===== src/rtl/uart_pkg.sv =====
`default_nettype none
// ---------------------------------------------------------------------------
// Module      : uart_pkg
// Description : Shared UART types and baud-divider helpers (RX and TX).
// Revision    : 1.0 - initial release
// ---------------------------------------------------------------------------
package uart_pkg;

    typedef enum logic [1:0] {
        IDLE  = 2'd0,
        START = 2'd1,
        DATA  = 2'd2,
        STOP  = 2'd3
    } uart_state_t;

    function automatic int unsigned calc_div(input int unsigned clock_hz,
                                             input int unsigned baud_rate);
        return clock_hz / baud_rate;
    endfunction

    function automatic int unsigned calc_half(input int unsigned clock_hz,
                                              input int unsigned baud_rate);
        return calc_div(clock_hz, baud_rate) / 2;
    endfunction

endpackage
`default_nettype wire


===== src/rtl/uart_baud.sv =====
`default_nettype none
// ---------------------------------------------------------------------------
// Module      : uart_baud
// Description : Baud tick generator; period DIV, or HALF when half is set.
// Revision    : 1.0 - initial release
// ---------------------------------------------------------------------------
module uart_baud
    import uart_pkg::*;
#(
    parameter int unsigned CLOCK_HZ  = 10,
    parameter int unsigned BAUD_RATE = 1
) (
    input  logic resetn,
    input  logic clk,
    input  logic half,
    output logic tick
);

    localparam int unsigned DIV  = calc_div(CLOCK_HZ, BAUD_RATE);
    localparam int unsigned HALF = calc_half(CLOCK_HZ, BAUD_RATE);
    localparam int unsigned CW   = $clog2(DIV);

    localparam logic [CW-1:0] DIV_LAST  = CW'(DIV - 1);
    localparam logic [CW-1:0] HALF_LAST = CW'(HALF - 1);

    logic [CW-1:0] count;

    assign tick = (count == (half ? HALF_LAST : DIV_LAST));

    always_ff @(posedge clk or negedge resetn) begin
        if (!resetn) begin
            count <= '0;
        end else if (tick) begin
            count <= '0;
        end else begin
            count <= count + CW'(1);
        end
    end

endmodule
`default_nettype wire


===== src/rtl/uart_rx.sv =====
`default_nettype none
// ---------------------------------------------------------------------------
// Module      : uart_rx
// Description : 8N1 UART receiver with mid-bit sampling and stop-bit check.
// Revision    : 1.0 - initial release
// ---------------------------------------------------------------------------
module uart_rx
    import uart_pkg::*;
#(
    parameter int unsigned CLOCK_HZ  = 10,
    parameter int unsigned BAUD_RATE = 1
) (
    input  logic       clk,
    input  logic       resetn,
    input  logic       rx,
    output logic [7:0] data,
    output logic       valid,
    output logic       frame_error,
    output logic       busy
);

    logic        rx_meta;
    logic        rx_s;
    logic        rx_q;
    logic        start_edge;

    uart_state_t state;
    uart_state_t state_next;
    logic [2:0]  bit_count;
    logic [2:0]  bit_count_next;
    logic [7:0]  shift;
    logic [7:0]  shift_next;
    logic [7:0]  data_next;
    logic        valid_next;
    logic        frame_error_next;

    logic        tick;
    logic        half;
    logic        baud_resetn;

    always_ff @(posedge clk or negedge resetn) begin
        if (!resetn) begin
            rx_meta <= 1'b1;
            rx_s    <= 1'b1;
            rx_q    <= 1'b1;
        end else begin
            rx_meta <= rx;
            rx_s    <= rx_meta;
            rx_q    <= rx_s;
        end
    end

    assign start_edge = rx_q & ~rx_s;

    // Holding the counter in reset on the edge cycle aligns the first tick to mid start bit.
    assign baud_resetn = resetn && !((state == IDLE) && start_edge);
    assign half        = (state == START);

    uart_baud #(
        .CLOCK_HZ  (CLOCK_HZ),
        .BAUD_RATE (BAUD_RATE)
    ) u_baud (
        .resetn (baud_resetn),
        .clk    (clk),
        .half   (half),
        .tick   (tick)
    );

    always_ff @(posedge clk or negedge resetn) begin
        if (!resetn) begin
            state       <= IDLE;
            bit_count   <= 3'd0;
            shift       <= 8'h00;
            data        <= 8'h00;
            valid       <= 1'b0;
            frame_error <= 1'b0;
        end else begin
            state       <= state_next;
            bit_count   <= bit_count_next;
            shift       <= shift_next;
            data        <= data_next;
            valid       <= valid_next;
            frame_error <= frame_error_next;
        end
    end

    always_comb begin
        state_next       = state;
        bit_count_next   = bit_count;
        shift_next       = shift;
        data_next        = data;
        valid_next       = 1'b0;
        frame_error_next = 1'b0;
        case (state)
            IDLE: begin
                if (start_edge) begin
                    bit_count_next = 3'd0;
                    state_next     = START;
                end
            end
            START: begin
                if (tick) begin
                    state_next = rx_s ? IDLE : DATA;
                end
            end
            DATA: begin
                if (tick) begin
                    shift_next[bit_count] = rx_s;
                    if (bit_count == 3'd7) begin
                        state_next = STOP;
                    end else begin
                        bit_count_next = bit_count + 3'd1;
                    end
                end
            end
            STOP: begin
                // Leave at mid stop bit so a back-to-back start edge is still seen.
                if (tick) begin
                    if (rx_s) begin
                        data_next  = shift;
                        valid_next = 1'b1;
                    end else begin
                        frame_error_next = 1'b1;
                    end
                    state_next = IDLE;
                end
            end
            default: state_next = IDLE;
        endcase
    end

    assign busy = (state != IDLE);

endmodule
`default_nettype wire

===== config.mk =====
export PLATFORM = sky130hd
export DESIGN_NAME = uart_rx
export DESIGN_NICKNAME = d
export VERILOG_FILES = /design/src/rtl/uart_pkg.sv /design/src/rtl/uart_baud.sv /design/src/rtl/uart_rx.sv
export SDC_FILE = /design/constraint.sdc
export NUM_CORES = 1
export LEC_CHECK = 0
export BUFFER_PORTS_ARGS = -buffer_cell sky130_fd_sc_hd__buf_4
export CORE_MARGIN = 5
export CORE_UTILIZATION = 45
export CTS_BUF_LIST = sky130_fd_sc_hd__clkbuf_4
export DETAILED_ROUTE_END_ITERATION = 10
export HOLD_SLACK_MARGIN = 0.15
export PLACE_DENSITY_LB_ADDON = 0.1
export RECOVER_POWER = 25
export SETUP_SLACK_MARGIN = 0.1
export SYNTH_ARGS = -nofsm -noshare
export SYNTH_HDL_FRONTEND = slang
export SYNTH_SLANG_ARGS = --single-unit

===== constraint.sdc =====
create_clock -name clk -period 2.2 [get_ports clk]
set_input_delay 0.55 -clock clk [delete_from_list [all_inputs] [get_ports clk]]
set_output_delay 0.55 -clock clk [all_outputs]
set_load 0.01 [all_outputs]

---- Word level (Yosys, flattened, before mapping) ----
Cells that the tools add are included.
cells by class
  add/sub/neg operators ................... 2
  magnitude comparators ................... 2
  eq/ne operators ......................... 11
  mux-type cells .......................... 22
  bitwise logic cells ..................... 2
  reduce and logical (&&, ||, !) cells .... 11
operator list
  cell                   count
  $mux W2                6
  $ne A2 B2 Y1 const B   6
  $mux W3                3
  $bwmux W8              1
  $mux W4                2
  $pmux W2 S4            1
  $mux W1                7
  $pmux W3 S2            1
  $reduce_and A5 Y1      1
  $add A4 B1 Y4 const B  1
  $eq A2 B2 Y1 const B   2
  $eq A4 B4 Y1           1
  $lt A3 B4 Y1 const B   1
  $reduce_and A4 Y1      1
  $reduce_bool A2 Y1     2
  $add A3 B1 Y3 const B  1
  $demux W1 S3           1
  $eq A3 B3 Y1 const B   1
  $ge A3 B1 Y1 const B   1
  $logic_and A1 B1 Y1    3
  $reduce_and A3 Y1      1
  $eq A2 B1 Y1 const B   1
  $logic_not A2 Y1       1
  $reduce_and A2 Y1      1
  3 further kinds        3
word-level totals
  flip-flop bits (word level) ............. 30
  input bits .............................. 3
  output and inout port bits .............. 11
  logic and storage cells ................. 60

---- Longest topological paths before layout ----
Gate-level depths: netlist (run 1).
  depth in word-level cells ............... 5
  mapped depth ............................ 5
  mapped depth without buffers ............ 5

---- Modules after synthesis ----
Synthesis (run 1) repeated with hierarchy kept, for this count alone.
second synthesis, totals
  cells, all modules ...................... 101
  area, all modules ....................... 1,412.6 um2
modules (own cells, without submodules)
  module     times used  cells each  area an instance (um2)  sequential area each (um2)
  uart_rx    1           81          1,191.1                 654.4
  uart_baud  1           20          221.5                   100.1

---- Worst setup path after synthesis (run 1) ----
No wires, ideal clock.
  path kind ............................... reg-to-output
  from .................................... register (tool-made name)
  to ...................................... output busy
  data arrival time ....................... 1.000 ns
  required time ........................... 1.650 ns
  slack ................................... 0.650 ns
  stages on the path, launching flop included .. 4
  buffers on the path ..................... 2
  cells stage by stage .................... dfrtp_1 > buf_2 > clkbuf_1 > or2_2
RTL lines
  item       RTL line       text
  to (decl)  uart_rx.sv:19  output logic busy

---- Final worst setup path (run 1) ----
  from .................................... register state[0]
  to ...................................... output busy
on the way
  cells in the longest elaborated chain, start to end .. 1
ends and longest elaborated chain
  item                    RTL line        text
  from (decl)             uart_rx.sv:27   uart_state_t state;
  from (signal assigned)  uart_rx.sv:78   state <= state_next;
  $reduce_bool A2 Y1      uart_rx.sv:132  assign busy = (state != IDLE);
No other way between the ends.

==> results of run 1 <==
[cell families after synthesis]
group                      Yosys count  share of synthesized area
AOI/OAI and AO/OA                    8                     0.0391
xor gates and xnor gates             2                     0.0127
adders and majority gates            3                     0.0273
buffers and inverters               11                     0.0381
DFF                                 30                      0.548
muxes                               16                      0.131
and+or+nand+nor                     40                      0.204
[worst paths after layout]
path                              start              end  cells past startpoint
setup / recovery               state[0]             busy                      2
hold / removal                       rx          rx_meta                      1
setup reg to reg           bit_count[0]     bit_count[0]                      5
hold reg to reg                 rx_meta             rx_s                      0
max in group asynchronous        resetn  u_baud.count[0]                      3
min in group asynchronous          rx_q  u_baud.count[1]                      2
[final cells by class]
type                    instances  share of cell area
repair buffers                 15              0.0732
flip-flops and latches         30               0.490
multi-input cells              69               0.371
well taps                      33              0.0268
inverters                       3             0.00732
clock inverters                 3             0.00732
clock buffers                   5              0.0244
[per-stage QoR]
step	hold slack, ps	instances	cell area (um2)
CTS	312	158	1540
detailed placement	349	149	1480
finish	328	158	1540
global placement	346	149	1480
global route	300	158	1540
floorplan	254	110	1380
[worst max-delay path, cell delays in order (launching register included)]
cell and delay, ps:
dfrtp_1 540, or2_2 370, buf_4 150
[layer usage]
layer  wire length, um  share of wire
met1              1170           0.44
met2              1300           0.49
met3               109          0.041
met4                67          0.025
met5                 0              0
[placed cells by master (no fill, tap or decap), drive strengths merged]
cell type and instances:
nand4 6, and2 1, and4bb 1, dfstp 3, clkinv 3, ha 3, a21boi 1, nand2 2
nor3 2, a311oi 1, xnor2 1, o21a 1, inv 3, nand3b 1, nor2 2, nor4b 1
nand3 12, buf 12, or4b 1, a21oi 3, nor4 2, nor3b 3, clkbuf 7, nand4bb 2
dfrtp 27, dlygate4sd3 1, nand4b 1, or3b 1, or2 1, mux2 16, xor2 1, o32ai 1
nor2b 1, a31oi 1
[flip-flops by register name, summed over array words and instances, names as in the netlist, named ones only]
name and cells:
u_baud.count 4, state 1, valid 1, shift 8, rx_s 1, data 8
bit_count 3, rx_meta 1, rx_q 1, frame_error 1
[power by group]
| part | leakage (nW) | total (mW) | internal (mW) | switching, mW |
|---|---|---|---|---|
| logic | 0.304 | 0.445 | 0.225 | 0.220 |
| registers | 0.386 | 0.836 | 0.654 | 0.182 |
| clock network | 0.0277 | 0.294 | 0.113 | 0.181 |
==> impl_metrics.env, run 1 <==
export IMPL_grt_busiest_layer="met2"
export IMPL_ant_nets=0
export IMPL_wl_per_cell_um=16.8
export IMPL_finalHoldViolCount=0
export IMPL_synth_top_area_share=0.490
export IMPL_outcome="complete, no violations"
export IMPL_postCtsSetupRepairBufs=0
export IMPL_path_class="reg2out"
export IMPL_syn_area_mm2=0.00138
export IMPL_grt_pass1_vias=959
export IMPL_fmax_mhz=516
export IMPL_clkTransAtPathRegs_ps=90
export IMPL_p_per_area_mw_per_mm2=1020
export IMPL_setup_ws_ps=263
export IMPL_gr_usage_met1=0.186
export IMPL_syn_avg_cell_area_um2=12.5
export IMPL_ios=14
export IMPL_cts_max_level=2
export IMPL_yosysMostFrequentCell="dfrtp_1"
export IMPL_cp_data_arrival_time_ps=1390
export IMPL_synth_edff_count=0
export IMPL_final_util=0.513
export IMPL_rsz0062_at_grt="false"
export IMPL_drc=0
export IMPL_ir_drop_mv=0.506
export IMPL_cts_tree="done"
export IMPL_cts_root_buf="clkbuf_4"
export IMPL_antenna_cells=0
export IMPL_rows=20
export IMPL_start_util=0.459
export IMPL_die_area_mm2=0.00427
export IMPL_portBuffers=13
export IMPL_p_leak_nw=0.718
export IMPL_ys_flop_type="dfrtp_1"
export IMPL_syn_nets=116
export IMPL_report_final_slew_viol_count=0
export IMPL_ys_async_sr_fraction=1.00
export IMPL_coreArea_mm2=0.00300
export IMPL_worstPathRequired_ps=1650
export IMPL_finalSetupViolations=0
export IMPL_grt_max_degree=28
export IMPL_drive_gt1_frac=0.344
export IMPL_rrSetupSlack_ps=450
export IMPL_die_w_um=65.3
export IMPL_tightest_slew_ps=661
export IMPL_global_route_usage_met3=0.0598
export IMPL_cts_resized=0
export IMPL_nets=130
export IMPL_die_y_um=65.3
export IMPL_cts_buffers_inserted=5
export IMPL_ys_top_cells_by_count="27 x dfrtp_1, 16 x mux2_2, 12 x nand3_1, 5 x nand4_1, 4 x clkbuf_1"
export IMPL_seq_area_um2=754
export IMPL_drt_iter0_markers=45
export IMPL_skew_ps=2.78
export IMPL_grt_ovfl_total=0
export IMPL_synth_seq_cells=30
export IMPL_fillCellCount=281
export IMPL_antenna_found_initial=0
export IMPL_vias=923
export IMPL_period_needed_ps=1940
export IMPL_setup_tns_ps=0
export IMPL_dp_hpwl_um=1830
export IMPL_synth_cells=110
export IMPL_ys_top_cells_by_area="dfrtp_1 49%, mux2_2 13%, dfstp_2 5.7%"
export IMPL_end_kind="output pin"
export IMPL_cts_hold_buf=1
export IMPL_min_period_over_period=0.880
export IMPL_synth_area_leader_cell="dfrtp_1"
export IMPL_viasPerCell=5.84
export IMPL_cts_buffer_depth=2
export IMPL_clk_latency_ps=330
export IMPL_met2_usage=0.230
export IMPL_ys_seq_area_frac=0.548
export IMPL_grt_first_pass_wirelength_um=4690
export IMPL_gp_congestion=0.811
export IMPL_cts_sinks=30
export IMPL_maxCapViolations=0
export IMPL_synthToLayoutAreaGrowth_pct=11.7
export IMPL_yosysWarnings=0
export IMPL_grtUsageTotal=0.151
export IMPL_synth_cell_types=35
export IMPL_dr_pass1_iters=4
export IMPL_path_max_fanout=12
export IMPL_p_total_mw=1.58
export IMPL_multiInputGateArea_um2=571
export IMPL_finalWirelength_um=2660
export IMPL_min_path_type="in2reg"
export IMPL_maxSlewHeadroom=0.560
export IMPL_dp_worst_setup_slack_ps=459
export IMPL_start_kind="flip-flop"
No activity file was read; power rests on OpenSTA's default activity.
==> run 2: changes to the inputs <==
--- a/config.mk
+++ b/config.mk
@@ -6,8 +6,10 @@
 export NUM_CORES = 1
 export LEC_CHECK = 0
 export BUFFER_PORTS_ARGS = -buffer_cell sky130_fd_sc_hd__buf_4
+export CELL_PAD_IN_SITES_DETAIL_PLACEMENT = 0
+export CELL_PAD_IN_SITES_GLOBAL_PLACEMENT = 2
 export CORE_MARGIN = 5
-export CORE_UTILIZATION = 45
+export CORE_UTILIZATION = 44
 export CTS_BUF_LIST = sky130_fd_sc_hd__clkbuf_4
 export DETAILED_ROUTE_END_ITERATION = 10
 export HOLD_SLACK_MARGIN = 0.15
==> run 2 against run 1 <==
  * Total power is 1.5% higher
  * Final area increased by 0.81%
  * Sequential share of layout area shrank 0.31 points
  * Largest cell class unchanged
==> impl_metrics.env, run 2 (synthesis gave the netlist of run 1 again) <==
export IMPL_grtUsageTotal=0.148
export IMPL_die_y_um=66.0
export IMPL_final_common_cell="dfrtp_1"
export IMPL_die_area_mm2=0.00435
export IMPL_finalWirelength_um=2590
export IMPL_min_path_type="in2reg"
export IMPL_maxCapViolations=0
export IMPL_cts_max_level=2
export IMPL_report_final_slew_viol_count=0
export IMPL_ir_drop_mv=0.458
export IMPL_gp_congestion=0.755
export IMPL_ant_nets=0
export IMPL_setup_ws_ps=258
export IMPL_finalSetupViolations=0
export IMPL_grt_pass1_vias=974
export IMPL_clk_latency_ps=330
export IMPL_p_int_mw=1.00
export IMPL_rsz0062_at_grt="false"
export IMPL_start_util=0.455
export IMPL_seqPwrFrac=0.538
export IMPL_wl_per_cell_um=15.4
export IMPL_path_class="reg2out"
export IMPL_r2r_start="bit_count[0]"
export IMPL_finalHoldViolCount=0
export IMPL_rrSetupSlack_ps=450
export IMPL_drt_iter0_markers=46
export IMPL_cts_root_buf="clkbuf_4"
export IMPL_cts_tree="done"
export IMPL_worstPathRequired_ps=1650
export IMPL_p_sw_mw=0.597
export IMPL_switching_share=0.373
export IMPL_clkTransAtPathRegs_ps=100
export IMPL_fmax_mhz=515
export IMPL_critical_path_startpoint="state[0]"
export IMPL_p_per_area_mw_per_mm2=1030
export IMPL_crit_end="busy"
export IMPL_period_needed_ps=1940
export IMPL_cp_data_arrival_time_ps=1390
export IMPL_grt_first_pass_wirelength_um=4640
export IMPL_multiInputGateArea_um2=571
export IMPL_dp_worst_setup_slack_ps=466
export IMPL_drc=0
export IMPL_p_leak_nw=0.717
export IMPL_min_period_over_period=0.883
export IMPL_pwr_share_comb=0.261
export IMPL_portBuffers=13
export IMPL_grt_ovfl_total=0
export IMPL_postCtsSetupRepairBufs=0
export IMPL_nets=129
export IMPL_dp_hpwl_um=1730
export IMPL_grt_max_degree=28
export IMPL_maxSlewHeadroom=0.579
export IMPL_cts_buffers_inserted=5
export IMPL_outcome="complete, no violations"
export IMPL_fillCellCount=285
export IMPL_cts_buffer_depth=2
export IMPL_coreArea_mm2=0.00303
export IMPL_antenna_cells=0
export IMPL_skew_ps=10.5
export IMPL_rows=20
export IMPL_top_regs="data: 8 flops, shift: 8 flops, u_baud.count: 4 flops"
export IMPL_synthToLayoutAreaGrowth_pct=12.6
export IMPL_die_w_um=66.0
export IMPL_r2r_end="bit_count[0]"
export IMPL_p_clk_frac=0.201
export IMPL_dr_pass1_iters=5
export IMPL_seq_area_um2=756
export IMPL_viasPerCell=5.49
export IMPL_reg2reg_depth=5
export IMPL_ios=14
export IMPL_vias=922
export IMPL_path_max_fanout=12
export IMPL_cts_sinks=30
export IMPL_antenna_found_initial=0
export IMPL_drive_gt1_frac=0.363
export IMPL_tightest_slew_ps=632
export IMPL_start_kind="flip-flop"
export IMPL_final_cell_mix="26 x dfrtp_1, 16 x mux2_2, 12 x nand3_1"
export IMPL_setup_tns_ps=0
export IMPL_end_kind="output pin"
[run 2: cell types whose count changed in the layout (fill, tap and decap cells not counted), sizes merged]
cell    previous run  this run
buf               12        11
clkbuf             7         8
clkinv             3         2
[run 2: critical path, stage by stage (launching register included)]
cell and delay (ps):
dfrtp_1 550, or2_2 370, buf_4 150
[run 2: metrics by stage]
stage	total power [mW]	area, um2	util	cells	hold slack, ps
final	1.60	1550	0.512	168	323
after global routing	1.74	1550	0.512	168	289
after CTS	1.61	1550	0.513	168	312
after detailed placement	1.29	1490	0.492	159	347
after global placement	1.27	1490	0.492	159	345
after floorplan	1.17	1380	-	110	254
[run 2: worst min path at each step]
stage                  from  cells past startpoint  slack, ps   endpoint
detailed placement  rx_meta                      0        350       rx_s
CTS                      rx                      1        310    rx_meta
global route             rx                      1        290    rx_meta
global placement    rx_meta                      0        350       rx_s
finish                   rx                      1        320    rx_meta
floorplan            resetn                      0        250  async pin
[run 2: area by class of cell]
| type | count | share of cell area |
|---|---|---|
| clock inverters | 2 | 0.00565 |
| clock buffers | 6 | 0.0290 |
| well taps | 44 | 0.0355 |
| flip-flops and latches | 30 | 0.487 |
| multi-input cells | 69 | 0.368 |
| inverters | 3 | 0.00726 |
| repair buffers | 14 | 0.0677 |
[run 2: power groups by stage]
stage | clock network [mW] | registers [mW] | logic (mW)
2_1_floorplan | 0 | 0.736 | 0.435
3_3_place_gp | 0 | 0.855 | 0.417
3_5_place_dp | 0 | 0.866 | 0.419
4_1_cts | 0.333 | 0.856 | 0.425
5_1_grt | 0.370 | 0.888 | 0.477
6_report | 0.321 | 0.861 | 0.418
[run 2: timing repair]
| item | 4_1_cts | 5_1_grt |
|---|---|---|
| setup endpoints to repair | 0 | 1 |
| endpoints found under the hold margin | 23 | 0 |
| resized for setup | 0 | 1 |
| hold buffers | 1 | 0 |
[run 2: metal layers]
metal,GRT usage,vias up,share of wire,wire [um]
met5,0,-,0,0
met4,0.0533,0,0.015,38
met3,0.0612,6,0.041,107
met2,0.238,17,0.50,1290
met1,0.177,470,0.44,1150
li1,-,429,-,-
==> run 3: changes to the inputs <==
--- a/config.mk
+++ b/config.mk
@@ -14,7 +14,7 @@
 export DETAILED_ROUTE_END_ITERATION = 10
 export HOLD_SLACK_MARGIN = 0.15
 export PLACE_DENSITY_LB_ADDON = 0.1
-export RECOVER_POWER = 25
+export RECOVER_POWER = 100
 export SETUP_SLACK_MARGIN = 0.1
 export SYNTH_ARGS = -nofsm -noshare
 export SYNTH_HDL_FRONTEND = slang
==> constraint.sdc (replaced) <==
create_clock -name clk -period 2.42 [get_ports clk]
set_input_delay 0.605 -clock clk [delete_from_list [all_inputs] [get_ports clk]]
set_output_delay 0.605 -clock clk [all_outputs]
set_load 0.01 [all_outputs]
==> run 3 against run 2 <==
  * Non-clock buffer count is 1 lower
  * Critical path depth increased by 1
  * Combinational power decreased by 17%
  * Total power fell by 13%
  * Wire length down 7.9%
  * Largest power group unchanged
  * Clock skew fell by 1.4 ps
  * Hold slack improved by 44 ps
  * Die area did not move
==> impl_metrics.env, run 3 (synthesis gave the netlist of run 1 again) <==
export IMPL_whs_ps=367
export IMPL_nets=128
export IMPL_rows=20
export IMPL_dr_pass1_iters=4
export IMPL_post_dp_cell_area_mm2=0.00149
export IMPL_drt_iter0_markers=68
export IMPL_cts_max_level=2
export IMPL_postCtsSetupRepairBufs=0
export IMPL_fillCellCount=287
export IMPL_p_per_area_mw_per_mm2=946
export IMPL_cts_root_buf="clkbuf_4"
export IMPL_setup_tns_ps=0
export IMPL_die_y_um=66.0
export IMPL_cp_data_arrival_time_ps=2270
export IMPL_cts_buffer_depth=2
export IMPL_p_leak_nw=0.658
export IMPL_maxCapViolations=0
export IMPL_path_max_fanout=10
export IMPL_report_final_slew_viol_count=0
export IMPL_cts_resized=0
export IMPL_gp_congestion=0.786
export IMPL_dp_worst_setup_slack_ps=669
export IMPL_tightest_slew_ps=1390
export IMPL_grt_first_pass_wirelength_um=4370
export IMPL_drive_gt1_frac=0.228
export IMPL_finalSetupViolations=0
export IMPL_cts_sinks=30
export IMPL_final_instance_count_excl_fill=167
export IMPL_antenna_found_initial=0
export IMPL_setup_ws_ps=365
export IMPL_min_path_type="reg2reg"
export IMPL_ir_drop_mv=0.503
export IMPL_cts_buffers_inserted=5
export IMPL_drc=0
export IMPL_period_needed_ps=2050
export IMPL_maxSlewHeadroom=0.0719
export IMPL_viasPerCell=5.36
export IMPL_coreArea_mm2=0.00303
export IMPL_worstPathRequired_ps=2630
export IMPL_die_area_mm2=0.00435
export IMPL_start_kind="flip-flop"
export IMPL_p_total_mw=1.39
export IMPL_die_w_um=66.0
export IMPL_synthToLayoutAreaGrowth_pct=6.81
export IMPL_path_class="reg2reg"
export IMPL_vias=895
export IMPL_final_util=0.486
export IMPL_grt_pass1_vias=894
export IMPL_finalHoldViolCount=0
export IMPL_start_util=0.455
export IMPL_skew_ps=9.09
export IMPL_cts_hold_buf=0
export IMPL_final_common_cell="dfrtp_1"
export IMPL_dp_hpwl_um=1630
export IMPL_clkTransAtPathRegs_ps=100
export IMPL_fmax_mhz=487
export IMPL_portBuffers=13
export IMPL_rsz0062_at_grt="false"
export IMPL_outcome="complete, no violations"
export IMPL_min_period_over_period=0.849
export IMPL_fin_area_mm2=0.00147
export IMPL_final_cell_mix="27 x dfrtp_1, 16 x mux2_2, 12 x nand3_1, 12 x clkbuf_1"
export IMPL_grt_ovfl_total=0
export IMPL_end_kind="flip-flop"
export IMPL_cts_tree="done"
export IMPL_top_regs="data: 8 flops, shift: 8 flops, u_baud.count: 4 flops"
export IMPL_grtUsageTotal=0.135
export IMPL_clk_latency_ps=330
export IMPL_finalWirelength_um=2390
export IMPL_antenna_cells=0
export IMPL_grt_max_degree=28
export IMPL_ant_nets=0
export IMPL_dp_cells=159
export IMPL_wl_per_cell_um=14.3
export IMPL_ios=14
## run 3: per-layer routing
metal  wire length (um)  up-vias  track usage
li1                   -      429            -
met1               1120      441        0.177
met2               1100       19        0.195
met3                121        6       0.0510
met4                 48        0       0.0609
met5                  0        -            0
## run 3: critical path, cell delays in order, from the launching register on
cell and delay [ps]:
dfrtp_1 450, and4bb_1 540, nand4_1 500, mux2_2 440
## run 3: final timing paths
path / from / to / slack, ps / depth (start not counted)
worst max-delay path: u_baud.count[2] / data[7] / 370 / 3
worst min-delay path: rx_meta / rx_s / 370 / 0
worst max register to register: u_baud.count[2] / data[7] / 370 / 3
worst min register to register: rx_meta / rx_s / 370 / 0
max in group asynchronous: resetn / u_baud.count[1] / 950 / 2
min in group asynchronous: rx_q / u_baud.count[3] / 480 / 2
## run 3: where the power goes
group | switching, mW | total [mW] | leakage [nW] | internal, mW
Clock | 0.172 | 0.279 | 0.0286 | 0.108
Sequential | 0.170 | 0.765 | 0.386 | 0.594
Combinational | 0.174 | 0.348 | 0.243 | 0.175
## run 3: area by class of cell
type | instances | area (um2) | area share
Multi-Input combinational cell | 69 | 544 | 0.370
Sequential cell | 30 | 754 | 0.513
Clock buffer | 5 | 37.5 | 0.0255
Clock inverter | 3 | 16.3 | 0.0111
Inverter | 3 | 11.3 | 0.00765
Tap cell | 44 | 55.1 | 0.0374
Timing Repair Buffer | 13 | 52.6 | 0.0357
